### src/rtl/sr_bank_ctrl.sv
`default_nettype none
// ============================================================================
// Module      : sr_bank_ctrl
// Description : Round-robin arbitrating controller for a bank of NFLAG
//               external SR latches. Each accepted set/clear command drives
//               one latch pin for PULSE_W cycles, then holds a one-cycle
//               recovery gap. A shadow copy of the latch contents is kept on
//               'flags'. s and r are never high together on any bit.
//               Optional build macro SR_BANK_SKIP_REDUNDANT_EN: a command
//               whose op already matches the shadow bit is accepted without
//               driving any pin.
// Revision    : 1.0 - initial release
// ============================================================================
module sr_bank_ctrl #(
    parameter int NREQ    = 4,
    parameter int NFLAG   = 8,
    parameter int IDXW    = 3,
    parameter int PULSE_W = 2
) (
    input  logic                 clk,
    input  logic                 rst_n,
    input  logic [NREQ-1:0]      req_valid,
    input  logic [NREQ-1:0]      req_op,
    input  logic [NREQ*IDXW-1:0] req_idx,
    output logic [NREQ-1:0]      req_ready,
    output logic [NFLAG-1:0]     latch_s,
    output logic [NFLAG-1:0]     latch_r,
    output logic [NFLAG-1:0]     flags,
    output logic                 busy,
    output logic                 err_idx
);

    localparam int PTRW = (NREQ > 1) ? $clog2(NREQ) : 1;
    localparam int CNTW = (PULSE_W > 1) ? $clog2(PULSE_W) : 1;
    localparam logic [CNTW-1:0] CNT_LAST = CNTW'(PULSE_W - 1);
    localparam logic [PTRW-1:0] PTR_LAST = PTRW'(NREQ - 1);

    typedef enum logic [1:0] {
        ST_INIT    = 2'd0,
        ST_IDLE    = 2'd1,
        ST_DRIVE   = 2'd2,
        ST_RECOVER = 2'd3
    } state_t;

    state_t           state_q, state_d;
    logic [CNTW-1:0]  cnt_q, cnt_d;
    logic [PTRW-1:0]  rr_ptr_q, rr_ptr_d;
    logic [NFLAG-1:0] flags_q, flags_d;
    logic             op_q, op_d;
    logic [IDXW-1:0]  idx_q, idx_d;

    // Arbiter results for the current IDLE cycle
    logic             w_lo_any;
    logic [PTRW-1:0]  w_lo_id;
    logic             w_hi_any;
    logic [PTRW-1:0]  w_hi_id;
    logic [PTRW-1:0]  w_gnt_id;
    logic [PTRW-1:0]  w_gnt_nxt;
    logic [NREQ-1:0]  w_gnt_oh;
    logic             w_gnt_op;
    logic [IDXW-1:0]  w_gnt_idx;
    logic [31:0]      w_gnt_idx_ext;
    logic             w_gnt_oor;
    logic             w_skip;
    logic [NFLAG-1:0] w_drv_mask;

    // Round-robin search: lowest requester at or above rr_ptr wins, otherwise
    // wrap around to the lowest requester overall. Scanning downward lets the
    // last hit (the lowest index) win in each class.
    always_comb begin
        w_lo_any = 1'b0;
        w_lo_id  = '0;
        w_hi_any = 1'b0;
        w_hi_id  = '0;
        for (int i = NREQ - 1; i >= 0; i--) begin
            if (req_valid[i]) begin
                w_lo_any = 1'b1;
                w_lo_id  = PTRW'(i);
                if (PTRW'(i) >= rr_ptr_q) begin
                    w_hi_any = 1'b1;
                    w_hi_id  = PTRW'(i);
                end
            end
        end
    end

    assign w_gnt_id  = w_hi_any ? w_hi_id : w_lo_id;
    assign w_gnt_nxt = (w_gnt_id == PTR_LAST) ? '0 : (w_gnt_id + PTRW'(1));
    assign w_gnt_oh  = NREQ'(1) << w_gnt_id;

    // Select the op and target index belonging to the winning requester
    always_comb begin
        w_gnt_op  = 1'b0;
        w_gnt_idx = '0;
        for (int i = 0; i < NREQ; i++) begin
            if (w_gnt_id == PTRW'(i)) begin
                w_gnt_op  = req_op[i];
                w_gnt_idx = req_idx[i*IDXW +: IDXW];
            end
        end
    end

    // Index range check done at 32 bits so it stays valid for any IDXW/NFLAG pair
    assign w_gnt_idx_ext = {{(32-IDXW){1'b0}}, w_gnt_idx};
    assign w_gnt_oor     = (w_gnt_idx_ext >= NFLAG);

`ifdef SR_BANK_SKIP_REDUNDANT_EN
    logic [NFLAG-1:0] w_gnt_mask;
    assign w_gnt_mask = NFLAG'(1) << w_gnt_idx;
    // Command would leave the latch unchanged: accept it without a pulse
    assign w_skip     = (((flags_q & w_gnt_mask) != '0) == w_gnt_op);
`else
    assign w_skip     = 1'b0;
`endif

    // One-hot of the latch currently being driven (always in range in DRIVE)
    assign w_drv_mask = NFLAG'(1) << idx_q;

    // Next-state and output decode; every output defaults to its quiet value
    always_comb begin
        state_d   = state_q;
        cnt_d     = cnt_q;
        rr_ptr_d  = rr_ptr_q;
        flags_d   = flags_q;
        op_d      = op_q;
        idx_d     = idx_q;
        req_ready = '0;
        latch_s   = '0;
        latch_r   = '0;
        busy      = 1'b1;
        err_idx   = 1'b0;
        case (state_q)
            ST_INIT: begin
                // Hold every reset pin so the bank matches the cleared shadow
                latch_r = '1;
                if (cnt_q == CNT_LAST) begin
                    cnt_d   = '0;
                    state_d = ST_RECOVER;
                end else begin
                    cnt_d = cnt_q + CNTW'(1);
                end
            end
            ST_IDLE: begin
                busy = 1'b0;
                if (w_lo_any) begin
                    req_ready = w_gnt_oh;
                    rr_ptr_d  = w_gnt_nxt;
                    op_d      = w_gnt_op;
                    idx_d     = w_gnt_idx;
                    cnt_d     = '0;
                    if (w_gnt_oor) begin
                        err_idx = 1'b1;
                        state_d = ST_RECOVER;
                    end else if (w_skip) begin
                        state_d = ST_RECOVER;
                    end else begin
                        state_d = ST_DRIVE;
                    end
                end
            end
            ST_DRIVE: begin
                if (op_q) begin
                    latch_s = w_drv_mask;
                end else begin
                    latch_r = w_drv_mask;
                end
                if (cnt_q == CNT_LAST) begin
                    flags_d = op_q ? (flags_q | w_drv_mask) : (flags_q & ~w_drv_mask);
                    cnt_d   = '0;
                    state_d = ST_RECOVER;
                end else begin
                    cnt_d = cnt_q + CNTW'(1);
                end
            end
            ST_RECOVER: begin
                state_d = ST_IDLE;
            end
            default: begin
                state_d = ST_INIT;
            end
        endcase
    end

    // State registers; reset restarts the bank clear and drops any command
    always_ff @(posedge clk or negedge rst_n) begin
        if (!rst_n) begin
            state_q  <= ST_INIT;
            cnt_q    <= '0;
            rr_ptr_q <= '0;
            flags_q  <= '0;
            op_q     <= 1'b0;
            idx_q    <= '0;
        end else begin
            state_q  <= state_d;
            cnt_q    <= cnt_d;
            rr_ptr_q <= rr_ptr_d;
            flags_q  <= flags_d;
            op_q     <= op_d;
            idx_q    <= idx_d;
        end
    end

    assign flags = flags_q;

endmodule
`default_nettype wire
### config.mk
export PLATFORM = sky130hd
export DESIGN_NAME = sr_bank_ctrl
export DESIGN_NICKNAME = d
export VERILOG_FILES = /design/src/rtl/sr_bank_ctrl.sv
export SDC_FILE = /design/constraint.sdc
export NUM_CORES = 1
export LEC_CHECK = 0
export BUFFER_PORTS_ARGS = -buffer_cell sky130_fd_sc_hd__buf_2
export CAP_MARGIN = 20
export CORE_MARGIN = 3
export CORE_UTILIZATION = 53
export CTS_BUF_LIST = sky130_fd_sc_hd__clkbuf_8
export DETAILED_ROUTE_END_ITERATION = 10
export HOLD_SLACK_MARGIN = 0.08
export PLACE_DENSITY = 0.88
export SLEW_MARGIN = 25
export SYNTH_ARGS = -nofsm -noshare
export SYNTH_HDL_FRONTEND = slang
export SYNTH_SLANG_ARGS = --single-unit
export TNS_END_PERCENT = 5
### constraint.sdc
create_clock -name clk -period 4.3 [get_ports clk]
set_input_delay 0.43 -clock clk [delete_from_list [all_inputs] [get_ports clk]]
set_output_delay 0.43 -clock clk [all_outputs]
set_load 0.05 [all_outputs]
## Word-level counts from Yosys, hierarchy flattened

Index checks and enable logic that the tools add are counted.

- Bits of input ports: 22
- Flip-flop bits (word level): 17
- Logic and storage cells: 86
- Output and inout bits: 30

- Magnitude comparators: 5
- Reduce and logical (&&, ||, !) cells: 8
- Shift operators: 2
- Bitwise operators: 3
- Add/subtract/negate cells: 2
- Equality and inequality tests: 8
- Multiplexer cells: 52

Operators with widths:

| operator | number |
|---|---|
| 2-bit two-way mux | 16 |
| 8-bit two-way mux | 4 |
| 1-bit two-way mux | 23 |
| 8-bit case mux with 2 select lines | 1 |
| 3-bit two-way mux | 4 |
| 8-bit bitwise AND | 1 |
| 2-bit equality test (second input constant) | 4 |
| 4-bit two-way mux | 2 |
| 8-bit inverter | 1 |
| 8-bit bitwise OR | 1 |
| 2-bit AND reduction | 4 |
| 1-bit by 3-bit left shift with 8-bit output (first input constant) | 1 |
| 2-bit case mux with 3 select lines | 1 |
| 2-bit by 1-bit equality test with 1-bit output (second input constant) | 2 |
| 1-bit by 2-bit greater-or-equal comparator with 1-bit output (first input constant) | 2 |
| 2-bit greater-or-equal comparator (first input constant) | 2 |
| 3-bit by 4-bit greater-or-equal comparator with 1-bit output (second input constant) | 1 |
| 2-bit logical NOT | 2 |
| 1-bit by 2-bit left shift with 4-bit output (first input constant) | 1 |
| 2-bit by 1-bit adder with 2-bit output (second input constant) | 1 |
| 2-bit by 1-bit != test with 1-bit output (second input constant) | 1 |
| 2-bit != test (second input constant) | 1 |
| 1-bit case mux with 2 select lines | 1 |
| 2-bit nonzero test | 1 |
| other kinds (2) | 2 |

## Longest topological paths before layout

- Depth after elaboration: 19
- Gate-level depth with buffers: 8
- Depth with buffers taken out: 7

## Least setup slack after synthesis

OpenSTA, ideal clock, no wires.

- Path type: reg2out
- Start: register state_q[1]
- End: output port latch_s[2]
- Data required time: 3.870 ns
- Path buffers: 1
- Cell stages (with the launch flop): 4
- Setup slack: 1.953 ns
- Data arrival time: 1.917 ns
- Path through: dfrtp_1 clkbuf_1 nand4b_1 nor3_1

- Word-level cells in the longest chain between the ends: 2

Ends and longest elaborated chain:

| item | RTL line | RTL |
|---|---|---|
| from (decl) | 45 | `state_t state_q, state_d;` |
| from (signal assigned) | 194 | `state_q <= state_d;` |
| 2-bit equality test | 132 | `case (state_q)` |
| 8-bit two-way mux | 132 |  |
| to (decl) | 26 | `output logic [NFLAG-1:0] latch_s,` |

No other way between the ends.

## Worst setup path in the final report

- Start: register rr_ptr_q[1]
- End: output port req_ready[3]

- Word-level cells in the longest chain between the ends: 13
- Elaborated cells between the ends (all ways): 24
- Classes of those cells: order compare: 4; shift: 1; mux: 19

Ends and longest elaborated chain:

| item | RTL line | RTL |
|---|---|---|
| from (decl) | 47 | `logic [PTRW-1:0] rr_ptr_q, rr_ptr_d;` |
| from (signal assigned) | 196 | `rr_ptr_q <= rr_ptr_d;` |
| 2-bit greater-or-equal comparator | 79 | `if (PTRW'(i) >= rr_ptr_q) begin` |
| 2-bit two-way mux or 1-bit two-way mux (tied branches) | 79 |  |
| 2-bit two-way mux or 1-bit two-way mux (tied branches) | 76 | `if (req_valid[i]) begin` |
| 2-bit two-way mux or 1-bit two-way mux (tied branches) | 79 |  |
| 2-bit two-way mux or 1-bit two-way mux (tied branches) | 76 |  |
| 2-bit two-way mux or 1-bit two-way mux (tied branches) | 79 |  |
| 2-bit two-way mux or 1-bit two-way mux (tied branches) | 76 |  |
| 2-bit two-way mux or 1-bit two-way mux (tied branches) | 79 |  |
| 2-bit two-way mux or 1-bit two-way mux (tied branches) | 76 |  |
| 2-bit two-way mux * | 87 | `assign w_gnt_id = w_hi_any ? w_hi_id : w_lo_id;` |
| 1-bit by 2-bit left shift with 4-bit output * | 89 | `assign w_gnt_oh = NREQ'(1) << w_gnt_id;` |
| 4-bit two-way mux * | 145 | `if (w_lo_any) begin` |
| 4-bit two-way mux * | 132 |  |
| to (decl) | 25 | `output logic [NREQ-1:0] req_ready,` |

Mark *: on every way between the ends. The rest lies on a longest branch, timed or not.

==> summary.txt <==
Synthesis
  • Post-synth top cells: a21oi_1, dfrtp_1, nor2_1, nand2_1, mux2_2
  • Synth area leaders: dfrtp_1, a21oi_1, mux2_2, nor2_1, nand2_1
  • Asr flop ratio synth: 100.0%
  • Warnings, synthesis: 0
  • Net Count, Synth: 169
  • Top-count cell post-synth: a21oi_1
  • Synth unique cells: 34
  • Cell taking the most area after synthesis: dfrtp_1
  • Synth top area share: roughly a third
  • Synthesized cell area: about 0.0012 sq mm
  • Most used DFF post-synth: dfrtp_1
  • Mean Syn Cell Area: 8.478 sq um
  • Sequential fraction of the synthesis area: a little over a third
  • #FFs+latches synth: 17
  • Synth Instances: 143
  • EDFF count, synth: 0

Global route
  • Total Routing Usage GR: between 20% and 30%
  • First-pass GRT wire length: 4726 microns
  • Vias in the first global route: ~1.1k
  • Overflow after GRT: 0
  • Largest net degree at the start of global routing: 18
  • Initial antenna violation count: 0

Critical path
  • Crit end category: output port
  • Critical Path AT: ~2.1 ns
  • Crit-path max FO: 9
  • WS Path Type: flop to output port
  • CP Launch Type: flop
  • Required time of the critical path: a little under 4 ns

Pwr
  • Cell area power density: approximately 880 mW/mm^2
  • Leakage: 0.7500 nW
  • Maximum VDD drop: 0.5730 mV

STA
  • Post-route minimum period: roughly 2.6 ns
  • Final hold violation count: 0
  • Worst hold slack: approximately 0.084 ns
  • Slew Viols, Final: 0
  • Setup TNS: 0 ns
  • Worst relative slew slack: a little over half
  • Fmax: between 0.3 and 0.4 GHz
  • Tcrit/Tclk final: between 50% and 60%
  • Slew @ Worst Pin: roughly 0.68 ns
  • RSZ-0062 raised after global routing: no
  • Clock skew: about 0.0010 ns
  • Final setup viols: 0

Clock tree
  • CTS Buffer Depth: 2
  • Clk_lat worst skew: ~0.25 ns
  • H-tree levels: 1
  • CTS buffer count: 3
  • CTS Sinks: 17
  • CTS tree: done
  • CTS root buffer: clkbuf_8
  • Post-cts resize count: 0
  • Post-CTS Setup Repair Bufs: 0
  • Hold-fix buffers, CTS: 0
  • Clk pin slew, worst setup/hold paths: around 0.06 ns

Floorplanning
  • Die W: approximately 54 microns
  • Row count: 16
  • Die ar.: roughly 0.0029 sq mm
  • Ports: 52
  • Die H: 53.83 microns
  • Core area: between 0.002 and 0.0025 sq mm
  • Initial Util: a little under 60%

Detailed routing
  • Drt pass-1 iters: 4
  • DRC violations left: 0
  • DR iter-0 viols: 21
  • Vias per cell: between 5 and 6
  • Via count: ~1.2k
  • Post-Route WL: approximately 2900 microns
  • Post-DRT Antenna Nets: 0
  • DR WL/cell: 13.45 microns

Final layout
  • Fin nets: between 200 and 250
  • Share of cells above drive strength 1: 35.48%
  • N_diodes: 0
  • Final Non-Filler Cells: 213
  • P&R area growth vs syn: 22.29%

Placement
  • Placed Cells: between 200 and 250
  • HPWL Detailed: between 2000 and 2500 microns
  • IO Port Bufs: 50
  • Final GP Congestion: between 0.7 and 0.8

Job
  • Max-cap violations: 0

Worst hold path
  • Min-delay worst type: primary input to asynchronous set/reset pin

Run status
  • Status: finished clean
[placed cells by master (no fill, tap or decap), types with 5 or more instances in the layout]
cell / netlist / final
nand2_1: 15 / 15
buf_2: 0 / 50
a31oi_1: 5 / 5
inv_1: 6 / 6
dfrtp_1: 17 / 17
a221o_1: 5 / 5
a21oi_1: 18 / 18
nor2_1: 16 / 16
mux2_2: 8 / 8
[report_power, final]
| group | switching [mW] | internal, mW |
|---|---|---|
| clock | 0.0503 | 0.0642 |
| sequential | 0.132 | 0.234 |
| combinational | 0.569 | 0.256 |
[layer usage]
metal | vias to the layer above | share of wire (%) | routed length [microns] | GRT usage, %
met2 | 59 | 49 | 1400 | 40.32
met1 | 550 | 41 | 1176 | 26.43
met3 | 4 | 8.0 | 230 | 2.216
met4 | 0 | 2.0 | 57 | 10.21
li1 | 592 | - | - | -
met5 | - | 0 | 0 | 0
[area by class of cell]
type | count | area (sq um)
clock inverter | 1 | 5.005
timing repair buffer | 50 | 250.2
clock buffer | 3 | 41.29
tap | 27 | 33.78
sequential | 17 | 425.4
multi-input combinational | 109 | 704.4
inverter | 6 | 22.52
fill | 162 | 579.3
[kinds of logic after synthesis]
logic type | synth area share [%]
other | 0.3093
adders and majority gates | 4.128
and+or+nand+nor | 26.21
xor gates and xnor gates | 0.7225
DFF | 35.09
buffers and inverters | 6.811
AOI/OAI and AO/OA | 17.24
muxes | 9.494
[worst max-delay path: stages (launching register included)]
cell	delay, ns
dfrtp_1	0.47
o21ai_0	0.16
a221oi_1	0.38
ha_1	0.41
and3_1	0.20
buf_2	0.26
[path summary, 6_finish.rpt]
path	from	end	slack, ns	cells past startpoint
worst max-delay path	rr_ptr_q[1]	req_ready[3]	1.74	5
worst max register to register	rr_ptr_q[1]	op_q	2.21	6
min in group clk	req_idx[9]	idx_q[0]	0.44	3
worst min register to register	flop	flop	0.50	1
max in group asynchronous	rst_n	asynchronous set/reset pin	3.96	1
worst min-delay path	rst_n	cnt_q	0.08	1
[through the flow]
stage / worst slack [ns] / total power [mW] / utilization [%] / instance area, sq um
5_1_grt: 1.600 / 1.392 / 71.91 / 1483
2_1_floorplan: 1.953 / 1.020 / - / 1212
3_3_place_gp: 2.041 / 1.157 / 69.66 / 1436
3_5_place_dp: 1.963 / 1.191 / 69.66 / 1436
4_1_cts: 1.740 / 1.307 / 71.91 / 1483
6_report: 1.740 / 1.305 / 71.91 / 1483
Note: power is estimated with default switching activity, not from simulation.
